### src/rtl/eth_fifo_wr_arb.sv
// Frame-atomic round-robin arbiter for the Ethernet TX FIFO write port.
// Ports: clk/rst_n; s0_*/s1_* valid-ready frame sources (sample data,
// command reply); fifo_wr_* write port; fifo_wr_full/fifo_almost_full;
// frame_done pulse, frame_src, sticky len_err.
// Optional ARB_STAT_EN adds s0_frames/s1_frames per-source frame counters.
module eth_fifo_wr_arb #(
    parameter int DATA_W    = 32,
    parameter int MAX_WORDS = 368,
    parameter int CNT_W     = 9
) (
    input  logic              clk,
    input  logic              rst_n,
    input  logic              s0_valid,
    input  logic [DATA_W-1:0] s0_data,
    input  logic              s0_last,
    output logic              s0_ready,
    input  logic              s1_valid,
    input  logic [DATA_W-1:0] s1_data,
    input  logic              s1_last,
    output logic              s1_ready,
    output logic              fifo_wr_en,
    output logic [DATA_W-1:0] fifo_wr_data,
    input  logic              fifo_wr_full,
    input  logic              fifo_almost_full,
    output logic              frame_done,
    output logic              frame_src,
    output logic              len_err
`ifdef ARB_STAT_EN
    ,
    output logic [15:0]       s0_frames,
    output logic [15:0]       s1_frames
`endif
);

    typedef enum logic [1:0] {
        IDLE,
        XFER,
        GAP
    } state_t;

    state_t           state_q, state_d;
    logic             grant_q, grant_d;
    logic             last_src_q, last_src_d;
    logic [CNT_W-1:0] word_cnt_q, word_cnt_d;
    logic             frame_done_q, frame_done_d;
    logic             len_err_q, len_err_d;
    logic             sel_valid;
    logic             sel_last;
    logic             acc;
    logic             at_max;

    assign sel_valid = grant_q ? s1_valid : s0_valid;
    assign sel_last  = grant_q ? s1_last : s0_last;
    assign at_max    = (word_cnt_q == CNT_W'(MAX_WORDS - 1));

    always_comb begin
        state_d      = state_q;
        grant_d      = grant_q;
        last_src_d   = last_src_q;
        word_cnt_d   = word_cnt_q;
        frame_done_d = 1'b0;
        len_err_d    = len_err_q;
        s0_ready     = 1'b0;
        s1_ready     = 1'b0;
        acc          = 1'b0;
        fifo_wr_data = grant_q ? s1_data : s0_data;
        unique case (state_q)
            IDLE: begin
                if (!fifo_almost_full && (s0_valid || s1_valid)) begin
                    // Contention goes to the source that did not finish
                    // the previous frame; a lone requester always wins.
                    grant_d    = (s0_valid && s1_valid) ? ~last_src_q
                                                        : s1_valid;
                    word_cnt_d = '0;
                    state_d    = XFER;
                end
            end
            XFER: begin
                s0_ready = ~grant_q & ~fifo_wr_full;
                s1_ready = grant_q & ~fifo_wr_full;
                acc      = sel_valid & ~fifo_wr_full;
                if (acc) begin
                    word_cnt_d = word_cnt_q + 1'b1;
                    // An over-long frame is cut here; the rest of the
                    // source's words form a new frame at the next grant.
                    if (sel_last || at_max) begin
                        state_d      = GAP;
                        frame_done_d = 1'b1;
                        last_src_d   = grant_q;
                        if (!sel_last) begin
                            len_err_d = 1'b1;
                        end
                    end
                end
            end
            GAP: begin
                state_d = IDLE;
            end
            default: begin
                state_d = IDLE;
            end
        endcase
    end

    assign fifo_wr_en = acc;

    always_ff @(posedge clk or negedge rst_n) begin
        if (!rst_n) begin
            state_q      <= IDLE;
            grant_q      <= 1'b0;
            last_src_q   <= 1'b1;
            word_cnt_q   <= '0;
            frame_done_q <= 1'b0;
            len_err_q    <= 1'b0;
        end else begin
            state_q      <= state_d;
            grant_q      <= grant_d;
            last_src_q   <= last_src_d;
            word_cnt_q   <= word_cnt_d;
            frame_done_q <= frame_done_d;
            len_err_q    <= len_err_d;
        end
    end

    assign frame_done = frame_done_q;
    assign frame_src  = grant_q;
    assign len_err    = len_err_q;

`ifdef ARB_STAT_EN
    logic [15:0] s0_frames_q, s0_frames_d;
    logic [15:0] s1_frames_q, s1_frames_d;

    always_comb begin
        s0_frames_d = s0_frames_q;
        s1_frames_d = s1_frames_q;
        if (frame_done_d && !grant_q) begin
            s0_frames_d = s0_frames_q + 16'd1;
        end
        if (frame_done_d && grant_q) begin
            s1_frames_d = s1_frames_q + 16'd1;
        end
    end

    always_ff @(posedge clk or negedge rst_n) begin
        if (!rst_n) begin
            s0_frames_q <= '0;
            s1_frames_q <= '0;
        end else begin
            s0_frames_q <= s0_frames_d;
            s1_frames_q <= s1_frames_d;
        end
    end

    assign s0_frames = s0_frames_q;
    assign s1_frames = s1_frames_q;
`endif

endmodule

### config.mk
export PLATFORM = sky130hd
export DESIGN_NAME = eth_fifo_wr_arb
export DESIGN_NICKNAME = d
export VERILOG_FILES = /design/src/rtl/eth_fifo_wr_arb.sv
export SDC_FILE = /design/constraint.sdc
export NUM_CORES = 1
export LEC_CHECK = 0
export BUFFER_PORTS_ARGS = -buffer_cell sky130_fd_sc_hd__buf_2
export CAP_MARGIN = 30
export CORE_ASPECT_RATIO = 1.4
export CORE_MARGIN = 2
export CORE_UTILIZATION = 39
export DETAILED_ROUTE_END_ITERATION = 16
export PLACE_DENSITY = 0.87
export SYNTH_ARGS = -nofsm -noshare
export SYNTH_HDL_FRONTEND = slang
export SYNTH_SLANG_ARGS = --single-unit
### constraint.sdc
create_clock -name clk -period 2.8 [get_ports clk]
set_input_delay 0.28 -clock clk [delete_from_list [all_inputs] [get_ports clk]]
set_output_delay 0.28 -clock clk [all_outputs]
set_load 0.02 [all_outputs]
Yosys cells after proc, flatten, opt, wreduce, memory -nomap -nowiden
Cells that the tools add are included.
W data, S select, Z words.
{"block": "totals", "out_inout_bits": 38, "wordCells": 48, "register_bits": 15}
{"block": "classes", "n_eq_ne": 5, "n_addsub": 1, "bitwise_logic": 7, "n_reduce_logical": 12, "n_mux": 17}
{"op": "$mux W32", "n": 1}
{"op": "$mux W9", "n": 2}
{"op": "$pmux W9 S2", "n": 1}
{"op": "$add A9 B1 Y9 const B", "n": 1}
{"op": "$eq A9 B9 Y1 const B", "n": 1}
{"op": "$mux W1", "n": 9}
{"op": "$reduce_and A3 Y1", "n": 3}
{"op": "$mux W2", "n": 3}
{"op": "$ne A2 B2 Y1 const B", "n": 3}
{"op": "$not A1 Y1", "n": 4}
{"op": "$pmux W2 S2", "n": 1}
{"op": "$reduce_and A4 Y1", "n": 1}
{"op": "$and A1 B1 Y1", "n": 3}
{"op": "$eq A2 B1 Y1 const B", "n": 1}
{"op": "$logic_and A1 B1 Y1", "n": 2}
{"op": "$logic_not A2 Y1", "n": 1}
{"op": "$logic_or A1 B1 Y1", "n": 2}
{"op": "$reduce_and A2 Y1", "n": 1}
{"op": "$reduce_bool A2 Y1", "n": 1}
{"op": "$logic_not A1 Y1", "n": 1}

Logic depth before layout (Yosys ltp)
Gate-level depths: netlist (run 1).
{"block": "depth", "depth_word": 5, "ltp_mapped": 5, "mapped_depth_nobuf": 5}

Worst setup path after synthesis (run 1)
No wires, ideal clock.
{"block": "synth_timing", "path_kind": "reg-to-output", "startpoint": "reg grant_q, in the netlist frame_src", "endpoint": "out s0_ready", "stages_incl_launch_ff": 4, "arrival_ps": 1351, "required_time_ps": 2520, "path_slack_ps": 1169, "n_path_buf": 2, "path_cell_list": "dfrtp_1 -> buf_2 -> buf_2 -> nor3_1"}
{"block": "synth_between", "elab_chain_cells": 3}
{"element": "start: declaration", "line_no": "42", "source": "logic grant_q, grant_d;"}
{"element": "start signal: assignment", "line_no": "117", "source": "grant_q <= grant_d;"}
{"element": "$not A1 Y1", "line_no": "79", "source": "s0_ready = ~grant_q & ~fifo_wr_full;"}
{"element": "$and A1 B1 Y1", "line_no": "79"}
{"element": "$mux W1", "line_no": "67", "source": "unique case (state_q)"}
{"element": "end: declaration", "line_no": "16", "source": "output logic s0_ready,"}
No other way between the ends.

Worst setup path in the final report (run 1)
{"block": "layout_timing", "startpoint": "reg grant_q, in the netlist frame_src", "endpoint": "out fifo_wr_data[31]"}
{"block": "layout_between", "elab_chain_cells": 1}
{"element": "$mux W32", "line_no": "66", "source": "fifo_wr_data = grant_q ? s1_data : s0_data;"}
{"element": "end: declaration", "line_no": "22", "source": "output logic [DATA_W-1:0] fifo_wr_data,"}
No other way between the ends.

==> flow_summary.ini, run 1 <==
[route]
first_pass_iters = 4
drc = 0
drt-total-wl_um = 4219
routed_via_density = 5.092
wl_per_cell_um = 16.23
vias = 1324
ant_nets = 0
drt_iter0_drc = 24

[floorplanning]
die-area_um2 = 3432
die_height_um = 68.53
pin_count = 110
coreArea_um2 = 2849
start_util_pct = 40.71
die_w_um = 50.09
rows = 23

[synth]
synth_fp_nets = 183
synthXorXnorAreaFrac_pct = 3.020
synth_top_cell_by_area = mux2_2
ys_seq_area_share_pct = 32.47
synth_top_family_by_area = multiplexers
yosysWarnings = 0
synth_cell_type_count = 37
synthTopCellsByCount = mux2_2, dfrtp_1, nor2_1, nand4_1
synth-edff-count = 0
yosysMostFrequentCell = mux2_2
synth_top_area_share_pct = 32.04
syn_inst = 110
yosys.area_share.simple_pct = 18.55
synthMuxAreaShare_pct = 33.87
synth-async-reset-ratio_pct = 100.0
yosys.area_share.adder_pct = 1.079
ys_ff_latch = 15
syn_area_um2 = 1160
synth-compound-area-share_pct = 8.630
postSynthAreaPerCell_um2 = 10.54
yosys_most_used_dff = dfrtp_1
synth_area_leaders = mux2_2, dfrtp_1, nand4_1, xor2_1, dfstp_2

[clocking]
cts_made_buffers = 3
clkTransAtPathRegs_ns = 0.06
htree_levels = 1
clk_path_buf_depth = 2
cts_tree = done
clock_latency_ns = 0.25
clockRootBuffer = clkbuf_8
cts_sinks = 15
cts_setup_buffers = 0

[global_route]
grt_pass1_vias = 1342
grt_start_max_net_pins = 23
grt_use_total_pct = 24.91
antenna_found_initial = 4
gr-total-overflow = 0
grt_pass1_wl_um = 6265

[pwr]
p_total_mw = 1.384
powerDensity_nw_per_um2 = 768.9
vdd_drop_max_uv = 470.3
leakagePower_nw = 0.9489

[hold_path]
min_path_cells = 3
hp-start = s1_valid
hp-class = input pin to register
worstHoldEndpoint = frame_src

[timing]
period_minus_slack_ns = 2.221
setup_viol = 0
finalCritPeriodShare_pct = 79.32
hold_viol = 0
fmaxAchievable_mhz = 450.2
drv_slew = 0
finalSetupTns_ns = 0
relSlewSlack_pct = 56.93
setup_slack_ns = 0.5789
grt_setup_unrepaired = false
tightest_slew_ns = 0.6461
finalClockSkew_ns = 0.002830

[setup_path]
crit_path_start_kind = register
critPathRequiredTime_ns = 2.52
ff2ff_path_depth = 4
crit_type = register to output pin
path_max_fanout = 22
crit_arrival_ns = 1.94
cpLargestDelayFamily = flip-flops
timing.rr.end = word_cnt_q[6]
reg2reg_from = frame_src
crit_path_end_kind = output pin
r2r_setup_slack_ns = 0.88
crit_chain = buf_4, mux2_2, buf_2
cpPeakStageDelay_ns = 0.75
cp_num_buf_inv = 2
cp_slowest_cell = dfrtp_1

[placed_design]
io_buffers = 109
dp_slack_ns = 0.8493
routabilityCongestion = 0.9820
place_hpwl_um = 3578
place_inst = 253

[cells_and_area]
final_nets = 295
drive_gt1_share_pct = 70.14
syn2layout_area_growth_pct = 55.12
layoutNonFillerInstCount = 260

[run]
drv_cap = 0

[run_status]
status = finished, final reports clean
[worst max-delay path by stage]
stage	start	to	cells past startpoint	slack [ns]
after floorplan	frame_src	s0_ready	3	1.17
after global placement	frame_src	fifo_wr_data[20]	3	0.89
after detailed placement	frame_src	fifo_wr_data[27]	3	0.85
after CTS	frame_src	fifo_wr_data[27]	3	0.57
after global routing	frame_src	fifo_wr_data[31]	3	0.48
final	frame_src	fifo_wr_data[31]	3	0.58
[area by class of cell]
| type | instances | area (um2) |
|---|---|---|
| fill | 266 | 1050 |
| multi-input combinational | 89 | 755.7 |
| timing repair buffer | 111 | 563.0 |
| sequential | 15 | 376.6 |
| tap | 37 | 46.29 |
| clock buffer | 4 | 45.04 |
| inverter | 2 | 7.507 |
| antenna | 2 | 5.005 |
[power breakdown]
| part | switching (mW) | internal [mW] | leakage (nW) |
|---|---|---|---|
| Clock | 0.0785 | 0.101 | 0.0228 |
| Combinational | 0.466 | 0.392 | 0.730 |
| Sequential | 0.0798 | 0.266 | 0.196 |
[layout by cell type, fill, tap and decap left out, drive strengths merged]
cell	count
ha	1
a22o	1
a2111oi	1
nand2	5
o211ai	1
xor2	4
and3	1
dfstp	1
mux2i	1
dfrtp	14
nand4	6
mux2	34
inv	2
nor3b	1
clkbuf	4
nor3	2
nand3	5
a221o	1
o21ai	4
a21oi	4
or4	1
a21o	1
diode	2
and2	3
and4bb	1
dlygate4sd3	1
nor2	7
or2b	1
or3	1
buf	110
nand2b	1
o21a	1
[cells by family after synthesis]
group,after synthesis
xor gates and xnor gates,4
AOI/OAI and AO/OA,14
buffers and inverters,6
adders and majority gates,1
DFF,15
muxes,35
and+or+nand+nor,35
[per-stage QoR]
stage | hold slack [ns] | area, um2 | util (%)
final | 0.2938 | 1799 | 63.15
after global routing | 0.3261 | 1799 | 63.15
after CTS | 0.2916 | 1794 | 62.98
after detailed placement | 0.1985 | 1739 | 61.05
after global placement | 0.1977 | 1739 | 61.05
after floorplan | -0.01559 | 1160 | -
[worst reg2reg max path, delay by kind of cell (launching register included)]
| kind | cells | cell delay (ns) |
|---|---|---|
| AO/OA/AOI/OAI | 2 | 0.37 |
| AND/OR/NAND/NOR | 1 | 0.18 |
| flip-flops | 1 | 0.75 |
| multiplexers | 1 | 0.49 |
[metal layers]
layer,GRT usage [%],wire [um],vias to the layer above
li1,-,-,638
met1,23.51,1400,604
met2,42.27,2045,75
met3,18.97,728,5
met4,6.597,34,2
met5,0,11,-
[sequential cells by signal (all words and copies together), names as in the netlist]
register and cells:
last_src_q 1, word_cnt_q 9, state_q 2, len_err 1
frame_src 1, frame_done 1
[repair_timing]
item,in CTS,in global routing
gates resized for setup,0,0
hold buffers,1,0
endpoints found under the hold margin,14,0
Power figures use the tool's default switching activity.
==> run 2, diff against run 1 <==
--- a/config.mk
+++ b/config.mk
@@ -5,13 +5,14 @@
 export SDC_FILE = /design/constraint.sdc
 export NUM_CORES = 1
 export LEC_CHECK = 0
+export ABC_AREA = 1
 export BUFFER_PORTS_ARGS = -buffer_cell sky130_fd_sc_hd__buf_2
 export CAP_MARGIN = 30
 export CORE_ASPECT_RATIO = 1.4
 export CORE_MARGIN = 2
 export CORE_UTILIZATION = 39
 export DETAILED_ROUTE_END_ITERATION = 16
-export PLACE_DENSITY = 0.87
+export PLACE_DENSITY = 0.83
 export SYNTH_ARGS = -nofsm -noshare
 export SYNTH_HDL_FRONTEND = slang
 export SYNTH_SLANG_ARGS = --single-unit
==> constraint.sdc (replaced) <==
create_clock -name clk -period 2.1 [get_ports clk]
set_input_delay 0.21 -clock clk [delete_from_list [all_inputs] [get_ports clk]]
set_output_delay 0.21 -clock clk [all_outputs]
set_load 0.02 [all_outputs]
==> run 2 against run 1 <==
Die area is 12% higher; clock power is 33% higher; cell area is 7.3% higher; combinational power is 64% higher; critical path depth is 2 higher; cell count is 43% higher; critical endpoint is now fifo_wr_data[12]; largest cell class unchanged; highest routed layer is now met4.
==> flow_summary.ini, run 2 <==
[run_status]
status = finished, final reports clean

[clocking]
clk_path_buf_depth = 2
cts_sinks = 15
clock_latency_ns = 0.25
cts_made_buffers = 3
clockRootBuffer = clkbuf_8
post_cts_resized = 0
cts_tree = done
htree_levels = 1
clkTransAtPathRegs_ns = 0.06

[cells_and_area]
final_nets = 407
final_common_cell = nand2_1
largest_reg_flops = 9
top_register = word_cnt_q
syn2layout_area_growth_pct = 47.94
final_util_pct = 61.23
final_cell_mix = nand2_1, buf_2, nand3_1
layoutNonFillerInstCount = 372
diodes = 0
drive_gt1_share_pct = 39.94
biggestRegsByFlops = word_cnt_q: 9 flops, state_q: 2 flops

[route]
drc = 0
dr_wl_met3_um = 318
met1_length_um = 1735
dr_wl_met2_um = 2137
drt_iter0_drc = 47
drt-total-wl_um = 4241
vias = 1732
wl_per_cell_um = 11.40
highest_layer = met4
routed_via_density = 4.656
first_pass_iters = 4
ant_nets = 0

[pwr]
switchingPower_mw = 1.137
leakagePower_nw = 1.214
pwr-share-comb_pct = 68.2
clock_power_share_pct = 11.6
sw_frac_of_total_pct = 54.90
p_total_mw = 2.070
vdd_drop_max_uv = 766.9
p_seq_share_pct = 20.1
powerDensity_nw_per_um2 = 1072
intPower_uw = 933.7

[hold_path]
worstHoldEndpoint = frame_src
hp-start = s1_valid
min_path_cells = 3
hp-class = input pin to register

[floorplanning]
rows = 24
die-area_um2 = 3832
coreArea_um2 = 3153
pin_count = 110
die_height_um = 72.45
die_w_um = 52.89
start_util_pct = 41.39

[synth]
synth_top_cell_by_area = nand2_1
synth-async-reset-ratio_pct = 100.0
synth-edff-count = 0
syn_inst = 224
synth_fp_nets = 297
yosysWarnings = 0
ys_seq_area_share_pct = 28.86
ys_ff_latch = 15
synth_cell_type_count = 22
synthTopCellsByCount = nand2_1, nand3_1, dfrtp_1, nor2_1, inv_1
syn_area_um2 = 1305
postSynthAreaPerCell_um2 = 5.826
synth_top_area_share_pct = 38.54
synth_area_leaders = nand2_1, dfrtp_1, nand3_1, nor2_1, inv_1
yosys_most_used_dff = dfrtp_1
yosysMostFrequentCell = nand2_1

[global_route]
gr-total-overflow = 0
grt_pass1_wl_um = 6679
grt_start_max_net_pins = 33
grt_pass1_vias = 1706
grt_use_total_pct = 22.60
antenna_found_initial = 0

[setup_path]
timing.rr.end = word_cnt_q[6]
path_max_fanout = 32
critPathRequiredTime_ns = 1.89
crit_type = register to output pin
crit_path_end_kind = output pin
crit_path_start_kind = register
ff2ff_path_depth = 6
crit_arrival_ns = 1.52
r2r_setup_slack_ns = 0.69
reg2reg_from = frame_src

[timing]
hold_viol = 0
fin_hold_ws_ns = 0.2799
fmaxAchievable_mhz = 578.7
tightest_slew_ns = 0.3516
setup_viol = 0
finalCritPeriodShare_pct = 82.28
period_minus_slack_ns = 1.728
grt_setup_unrepaired = false
drv_slew = 0
finalSetupTns_ns = 0
relSlewSlack_pct = 76.56
finalClockSkew_ns = 0.0009007

[run]
drv_cap = 0

[placed_design]
place_inst = 367
routabilityCongestion = 0.8856
place_hpwl_um = 3526
io_buffers = 109
## run 2: logic make-up after synthesis
| family | after synthesis | synth area share, % |
|---|---|---|
| xor gates and xnor gates | 3 | 2.014 |
| and+or+nand+nor | 175 | 56.66 |
| buffers and inverters | 22 | 7.574 |
| AOI/OAI and AO/OA | 8 | 3.931 |
| DFF | 15 | 28.86 |
| adders and majority gates | 1 | 0.9586 |
## run 2: power by group through the flow
stage / Clock [mW] / Combinational (mW) / Sequential [mW]
global route: 0.255 / 1.56 / 0.427
global placement: 0 / 1.40 / 0.418
detailed placement: 0 / 1.41 / 0.422
floorplan: 0 / 1.00 / 0.412
CTS: 0.241 / 1.42 / 0.417
finish: 0.240 / 1.41 / 0.417
## run 2: area by class of cell
| cell class | count | area, um2 |
|---|---|---|
| Inverter | 14 | 52.55 |
| Sequential cell | 15 | 376.6 |
| Tap cell | 39 | 48.80 |
| Timing Repair Buffer | 113 | 578.1 |
| Multi-Input combinational cell | 187 | 829.5 |
| Clock buffer | 4 | 45.04 |
| Fill cell | 324 | 1222 |
## run 2: repair_timing
action                     in CTS  in global routing
setup buffers                   0                  0
hold buffers                    1                  0
setup endpoints to repair       0                  0
hold endpoints to repair       14                  0
## run 2: worst max-delay path by stage
stage               cells past startpoint  startpoint          endpoint
floorplan                               4   frame_src  fifo_wr_data[10]
global placement                        5   frame_src   fifo_wr_data[2]
detailed placement                      5   frame_src  fifo_wr_data[12]
CTS                                     5   frame_src  fifo_wr_data[12]
global route                            5   frame_src  fifo_wr_data[19]
finish                                  5   frame_src  fifo_wr_data[12]
## run 2: stage by stage
stage,setup slack (ns),area [um2]
detailed placement,0.6360,1876
floorplan,0.7416,1305
global route,0.2279,1931
finish,0.3721,1931
CTS,0.3606,1931
global placement,0.6804,1876
## run 2: layer usage
layer / GRT usage (%) / vias up
met5: 0 / -
met4: 5.413 / 0
met3: 3.498 / 7
met2: 41.25 / 76
met1: 26.92 / 745
li1: - / 904
## run 2: worst max-delay path: stages, from the launching register on
cell and delay (ns):
dfrtp_1 0.50, inv_2 0.14, buf_4 0.30, nand2_1 0.09
nand2_1 0.07, buf_2 0.16
